`src/rtl/spi_slave_if.sv`:
```
// Bus bundle for spi_slave: SPI pins plus the parallel user-side word interface.
`timescale 1ns/1ps
interface spi_slave_if #(
  parameter int DATA_WIDTH = 8
);
  logic                  spi_clk;
  logic                  cs;
  logic                  mosi;
  logic                  miso;
  logic [DATA_WIDTH-1:0] data_wr;
  logic                  wr_load;
  logic                  tx_used;
  logic [DATA_WIDTH-1:0] data_rd;
  logic                  rd_valid;
  logic [1:0]            state;

  modport slave (
    input  spi_clk, cs, mosi, data_wr, wr_load,
    output miso, tx_used, data_rd, rd_valid, state
  );

  modport master (
    output spi_clk, cs, mosi, data_wr, wr_load,
    input  miso, tx_used, data_rd, rd_valid, state
  );
endinterface

```
`src/rtl/spi_slave.sv`:
```
// SPI mode-0 slave, MSB first, with all pins oversampled in the clk domain.
// Define SPI_SLAVE_MISO_TRISTATE_EN to release miso (1'bz) while the raw cs pin is high.
`timescale 1ns/1ps
module spi_slave #(
  parameter int DATA_WIDTH  = 8,
  parameter int SYNC_STAGES = 2
) (
  input  logic       clk,
  input  logic       reset,
  spi_slave_if.slave bus
);
  localparam int               CNT_W    = $clog2(DATA_WIDTH);
  localparam logic [CNT_W-1:0] LAST_BIT = CNT_W'(DATA_WIDTH - 1);

  typedef enum logic [1:0] {
    IDLE  = 2'd0,
    LOAD  = 2'd1,
    SHIFT = 2'd2,
    DONE  = 2'd3
  } state_t;

  state_t                  state_q;
  logic [SYNC_STAGES-1:0]  cs_sync, sclk_sync, mosi_sync;
  logic                    cs_s, sclk_s, mosi_s, sclk_d;
  logic                    sclk_rise, sclk_fall;
  logic [DATA_WIDTH-1:0]   tx_buf, tx_shift, data_rd_q;
  // The newest bit goes straight into data_rd, so only W-1 bits need holding.
  logic [DATA_WIDTH-2:0]   rx_shift;
  logic [CNT_W-1:0]        bit_cnt;
  logic                    word_done, miso_q, tx_used_q, rd_valid_q;

  always_ff @(posedge clk or posedge reset) begin
    if (reset) begin
      cs_sync   <= '1;
      sclk_sync <= '0;
      mosi_sync <= '0;
      sclk_d    <= 1'b0;
    end else begin
      cs_sync   <= {cs_sync[SYNC_STAGES-2:0], bus.cs};
      sclk_sync <= {sclk_sync[SYNC_STAGES-2:0], bus.spi_clk};
      mosi_sync <= {mosi_sync[SYNC_STAGES-2:0], bus.mosi};
      sclk_d    <= sclk_s;
    end
  end

  assign cs_s      = cs_sync[SYNC_STAGES-1];
  assign sclk_s    = sclk_sync[SYNC_STAGES-1];
  assign mosi_s    = mosi_sync[SYNC_STAGES-1];
  assign sclk_rise = sclk_s & ~sclk_d;
  assign sclk_fall = ~sclk_s & sclk_d;

  always_ff @(posedge clk or posedge reset) begin
    if (reset) begin
      state_q    <= IDLE;
      tx_buf     <= '0;
      tx_shift   <= '0;
      rx_shift   <= '0;
      data_rd_q  <= '0;
      bit_cnt    <= '0;
      word_done  <= 1'b0;
      miso_q     <= 1'b0;
      tx_used_q  <= 1'b0;
      rd_valid_q <= 1'b0;
    end else begin
      tx_used_q  <= 1'b0;
      rd_valid_q <= 1'b0;
      // NOTE: non-blocking update means a copy in this same cycle still reads the old tx_buf.
      if (bus.wr_load) tx_buf <= bus.data_wr;

      case (state_q)
        IDLE: begin
          miso_q    <= 1'b0;
          bit_cnt   <= '0;
          word_done <= 1'b0;
          if (!cs_s) state_q <= LOAD;
        end
        LOAD: begin
          if (cs_s) begin
            state_q <= IDLE;
            bit_cnt <= '0;
          end else begin
            tx_shift  <= tx_buf;
            tx_used_q <= 1'b1;
            miso_q    <= tx_buf[DATA_WIDTH-1];
            state_q   <= SHIFT;
          end
        end
        SHIFT, DONE: begin
          if (cs_s) begin
            state_q   <= IDLE;
            bit_cnt   <= '0;
            word_done <= 1'b0;
          end else begin
            if (state_q == DONE) state_q <= SHIFT;
            if (sclk_rise) begin
              rx_shift <= {rx_shift[DATA_WIDTH-3:0], mosi_s};
              if (bit_cnt == LAST_BIT) begin
                data_rd_q  <= {rx_shift, mosi_s};
                bit_cnt    <= '0;
                word_done  <= 1'b1;
                rd_valid_q <= 1'b1;
                state_q    <= DONE;
              end else begin
                bit_cnt <= bit_cnt + CNT_W'(1);
              end
            end else if (sclk_fall) begin
              // The falling edge after a finished word starts the next one without a gap.
              if (word_done) begin
                tx_shift  <= tx_buf;
                tx_used_q <= 1'b1;
                miso_q    <= tx_buf[DATA_WIDTH-1];
                word_done <= 1'b0;
              end else begin
                tx_shift <= tx_shift << 1;
                miso_q   <= tx_shift[DATA_WIDTH-2];
              end
            end
          end
        end
        default: state_q <= IDLE;
      endcase
    end
  end

`ifdef SPI_SLAVE_MISO_TRISTATE_EN
  assign bus.miso = bus.cs ? 1'bz : miso_q;
`else
  assign bus.miso = miso_q;
`endif

  assign bus.tx_used  = tx_used_q;
  assign bus.data_rd  = data_rd_q;
  assign bus.rd_valid = rd_valid_q;
  assign bus.state    = state_q;
endmodule

```
`src/flat_wrapper.sv`:
```
// flat-port wrapper written by rule: the top's interface ports become plain ports
module spi_slave_flat 
#(
  parameter int DATA_WIDTH  = 8,
  parameter int SYNC_STAGES = 2
)
  (clk, reset, bus_spi_clk, bus_cs, bus_mosi, bus_data_wr, bus_wr_load, bus_miso, bus_tx_used, bus_data_rd, bus_rd_valid, bus_state);
  spi_slave_if #(.DATA_WIDTH(DATA_WIDTH)) bus_i ();
  input  logic clk;
  input  logic reset;
  input wire logic [$bits(bus_i.spi_clk)-1:0] bus_spi_clk;
  input wire logic [$bits(bus_i.cs)-1:0] bus_cs;
  input wire logic [$bits(bus_i.mosi)-1:0] bus_mosi;
  input wire logic [$bits(bus_i.data_wr)-1:0] bus_data_wr;
  input wire logic [$bits(bus_i.wr_load)-1:0] bus_wr_load;
  output wire logic [$bits(bus_i.miso)-1:0] bus_miso;
  output wire logic [$bits(bus_i.tx_used)-1:0] bus_tx_used;
  output wire logic [$bits(bus_i.data_rd)-1:0] bus_data_rd;
  output wire logic [$bits(bus_i.rd_valid)-1:0] bus_rd_valid;
  output wire logic [$bits(bus_i.state)-1:0] bus_state;
  assign bus_i.spi_clk = bus_spi_clk;
  assign bus_i.cs = bus_cs;
  assign bus_i.mosi = bus_mosi;
  assign bus_i.data_wr = bus_data_wr;
  assign bus_i.wr_load = bus_wr_load;
  assign bus_miso = bus_i.miso;
  assign bus_tx_used = bus_i.tx_used;
  assign bus_data_rd = bus_i.data_rd;
  assign bus_rd_valid = bus_i.rd_valid;
  assign bus_state = bus_i.state;
  spi_slave #(.DATA_WIDTH(DATA_WIDTH), .SYNC_STAGES(SYNC_STAGES)) u_core (.clk(clk), .reset(reset), .bus(bus_i));
endmodule
```
`config.mk`:
```
export PLATFORM = sky130hd
export DESIGN_NAME = spi_slave_flat
export DESIGN_NICKNAME = d
export VERILOG_FILES = /design/src/rtl/spi_slave_if.sv /design/src/rtl/spi_slave.sv /design/src/flat_wrapper.sv
export SDC_FILE = /design/constraint.sdc
export NUM_CORES = 1
export LEC_CHECK = 0
export CORE_ASPECT_RATIO = 1.75
export CORE_MARGIN = 3
export CORE_UTILIZATION = 40
export DETAILED_ROUTE_END_ITERATION = 10
export PLACE_DENSITY_LB_ADDON = 0.2
export SLEW_MARGIN = 25
export SYNTH_ARGS = -nofsm -noshare
export SYNTH_HDL_FRONTEND = slang
export SYNTH_SLANG_ARGS = --single-unit
export TNS_END_PERCENT = 100
```
`constraint.sdc`:
```
create_clock -name clk -period 1.5 [get_ports clk]
set_clock_uncertainty 0.2 [all_clocks]
set_input_delay 0.15 -clock clk [delete_from_list [all_inputs] [get_ports clk]]
set_output_delay 0.15 -clock clk [all_outputs]
set_load 0.1 [all_outputs]
```
==> impl_metrics.env, run 1 <==
export IMPL_status="finished, violations left"
export IMPL_violations="negative setup slack"
export IMPL_layout_drive_gt1_share_pct=54.7
export IMPL_crit_chain="and4bb_4 > buf_12 > mux2_4"
export IMPL_viasPerCell=5.04
export IMPL_root_buffer="clkbuf_8"
export IMPL_criticalPathCategory="reg -> reg"
export IMPL_detail_route_antenna_nets=0
export IMPL_grt_pass1_wl_mm=6.30
export IMPL_routed_wl_mm=3.62
export IMPL_clkTransAtPathRegs_ps=80
export IMPL_async_flop_share_pct=100
export IMPL_yosys_warnings=0
export IMPL_rows=32
export IMPL_synth_seq_area_share_pct=60.5
export IMPL_grt_start_max_net_pins=47
export IMPL_final_common_cell="dfrtp_1"
export IMPL_place_congestion=0.701
export IMPL_worst_slew_pin_slew_ps=245
export IMPL_r2r_start="u_core.bus.state[1]"
export IMPL_ys_flop_type="dfrtp_1"
export IMPL_synth_cell_types=27
export IMPL_die_y_um=97.3
export IMPL_cts_sinks=46
export IMPL_synth_nets=139
export IMPL_diodes=0
export IMPL_grt_pass1_vias=1332
export IMPL_fin_crit_sh_pct=108
export IMPL_route_detailed_drc=0
export IMPL_switching_share_pct=26.3
export IMPL_critPathSlowestCell="dfrtp_4"
export IMPL_die_area_sq_mm=0.00566
export IMPL_cts_max_path_buffers=2
export IMPL_drv_cap=0
export IMPL_fillerInstances=351
export IMPL_place_ws_ps=-263
export IMPL_place_inst=215
export IMPL_cts_buffers_inserted=5
export IMPL_finalSetupViolations=28
export IMPL_die_w_um=58.2
export IMPL_arrival_ps=1600
export IMPL_port_buffers=26
export IMPL_drt_first_pass_iters=2
export IMPL_cp_start_kind="flip-flop"
export IMPL_drtIter0Drc=8
export IMPL_synth_area_sq_mm=0.00191
export IMPL_end_kind="flip-flop"
export IMPL_ys_seq_elements=46
export IMPL_fmax_ghz=0.619
export IMPL_cts_max_level=2
export IMPL_finalHoldViolCount=0
export IMPL_cp_data_required_time_ps=1480
export IMPL_antenna_found_initial=0
export IMPL_fin_tns_setup_ps=-2230
export IMPL_p_sw_uw=757
export IMPL_fin_area_sq_mm=0.00279
export IMPL_pwr_share_seq_pct=52.3
export IMPL_grt_setup_unrepaired="yes"
export IMPL_vias=1169
export IMPL_leakagePower_uw=0.00133
export IMPL_crit_fanout=7
export IMPL_p_comb_share_pct=22.2
export IMPL_p_clk_share_pct=25.5
export IMPL_ir_drop_uv=834
export IMPL_period_minus_slack_ps=1620
export IMPL_relSlewSlack_pct=83.7
export IMPL_hpwl_mm=2.43
export IMPL_synth_area_leaders="dfrtp_1 (58%), mux2_2 (14%), mux2_4 (11%), dfstp_2 (2.8%), mux2i_1 (1.6%)"
export IMPL_nets=196
export IMPL_synthesis_instances=123
export IMPL_pin_count=27
export IMPL_min_from="bus_cs"
export IMPL_final_cell_mix="dfrtp_1 (42), mux2_4 (22), buf_4 (19)"
export IMPL_internal_power_uw=2120
export IMPL_overflow=0
export IMPL_hold_class="in -> reg"
export IMPL_synth_area_leader_cell="dfrtp_1"
export IMPL_cts_tree="done"
export IMPL_synth_edf_count=0
export IMPL_place_area_sq_mm=0.00253
export IMPL_holdPathEnd="u_core.cs_sync[0]"
export IMPL_p_per_area_mw_per_mm2=1030
export IMPL_areaGrowthSynthToFinish_pct=46.6
export IMPL_setup_slack_ps=-115
export IMPL_ff2ff_setup_slack_ps=-120
export IMPL_worstReg2RegEnd="u_core.rx_shift[3]"
export IMPL_stdcell_count=232
export IMPL_synth_top_area_share_pct=57.8
export IMPL_initial_core_util_pct=42.5
export IMPL_final_max_slew_viol_count=0
export IMPL_wl_per_cell_um=15.6
export IMPL_grt_usage_pct=14.5
export IMPL_synth_area_per_cell_sq_um=15.5
export IMPL_cp_slowest_stage_delay_ps=480
export IMPL_crit_start="u_core.bus.state[1]"
export IMPL_clk_latency_ps=300
export IMPL_worstRegToRegCells=3
export IMPL_min_path_cells=1
export IMPL_coreArea_sq_mm=0.00448
## routing by layer
layer | wire, um | GRT usage (%) | part of all wire, % | vias to the layer above
met5 | 0 | 0 | 0 | -
met4 | 97 | 6.61 | 2.7 | 0
met3 | 163 | 3.72 | 4.5 | 7
met2 | 1960 | 23.6 | 54 | 25
met1 | 1400 | 17.5 | 39 | 595
li1 | - | - | - | 542
## logic make-up after synthesis
logic type,Yosys count,synth area share [%]
AOI/OAI and AO/OA,10,3.81
DFF,46,60.5
adders and majority gates,2,1.31
and+or+nand+nor,12,4.53
buffers and inverters,13,3.61
muxes,40,26.2
## cell usage after synthesis (2+ instances only)
cell type	number
inv_1	8
nand2_1	4
mux2_4	14
dfrtp_1	44
buf_6	2
mux2_2	23
mux2i_1	3
a22o_1	2
ha_1	2
o21ai_0	2
dfstp_2	2
nor2b_1	2
## final cells by class
| class | count | area [sq um] | share of cell area (%) |
|---|---|---|---|
| Timing Repair Buffer | 54 | 659 | 23.6 |
| Clock buffer | 6 | 72.6 | 2.60 |
| Multi-Input combinational cell | 65 | 795 | 28.4 |
| Tap cell | 51 | 63.8 | 2.28 |
| Sequential cell | 46 | 1160 | 41.5 |
| Inverter | 8 | 30.0 | 1.08 |
| Clock inverter | 2 | 13.8 | 0.493 |
## worst max-delay path by stage
stage                            end  slack, ps  depth (start not counted)
6_report          u_core.rx_shift[3]       -120                          3
5_1_grt           u_core.rx_shift[5]       -150                          3
4_1_cts           u_core.tx_shift[4]       -110                          4
3_5_place_dp      u_core.tx_shift[3]       -260                          3
3_3_place_gp      u_core.tx_shift[4]       -210                          3
2_1_floorplan  u_core.bus.data_rd[0]       -350                          5
## through the flow
step	utilization (%)	hold slack [ps]	total power (uW)
floorplan	-	-45.5	1880
global route	62.3	47.2	3020
CTS	61.6	41.7	2910
global placement	56.4	134	2070
detailed placement	56.4	138	2100
finish	62.3	50.3	2880
## repair_timing
item	in CTS	in global routing
setup endpoints to repair	30	28
hold endpoints to repair	36	0
hold buffers	1	0
gates cloned	0	1
gates resized for setup	27	1
setup buffers	7	1
pin swaps	2	2
## flip-flops by register name, indices dropped and copies added, names as in the netlist
register,count
u_core.tx_shift,7
u_core.tx_buf,8
u_core.bus.state,2
u_core.sclk_d,1
u_core.bit_cnt,3
u_core.bus.rd_valid,1
u_core.bus.data_rd,8
u_core.word_done,1
u_core.rx_shift,7
u_core.cs_sync,2
u_core.bus.miso,1
u_core.sclk_sync,2
u_core.bus.tx_used,1
u_core.mosi_sync,2
## worst max-delay path, delay by kind of cell (launching register included)
| family | cells | cell delay (ps) |
|---|---|---|
| and+or+nand+nor | 1 | 360 |
| buffers and inverters | 1 | 160 |
| DFF | 1 | 480 |
| muxes | 1 | 300 |
## power by group through the flow
stage	clock network [uW]	registers (uW)	logic (uW)
CTS	763	1500	641
global route	804	1530	682
detailed placement	0	1520	574
floorplan	0	1570	311
global placement	0	1520	557
finish	734	1510	638
Power figures use the tool's default switching activity.
==> inputs of run 2 (changes only) <==
--- a/config.mk
+++ b/config.mk
@@ -5,12 +5,14 @@
 export SDC_FILE = /design/constraint.sdc
 export NUM_CORES = 1
 export LEC_CHECK = 0
+export ABC_AREA = 0
 export CORE_ASPECT_RATIO = 1.75
 export CORE_MARGIN = 3
 export CORE_UTILIZATION = 40
+export CTS_CLUSTER_DIAMETER = 150
 export DETAILED_ROUTE_END_ITERATION = 10
 export PLACE_DENSITY_LB_ADDON = 0.2
-export SLEW_MARGIN = 25
+export SLEW_MARGIN = 5
 export SYNTH_ARGS = -nofsm -noshare
 export SYNTH_HDL_FRONTEND = slang
 export SYNTH_SLANG_ARGS = --single-unit
==> results of run 2 <==
Same layout as run 1: the final DEF is identical, and so are final timing and power.
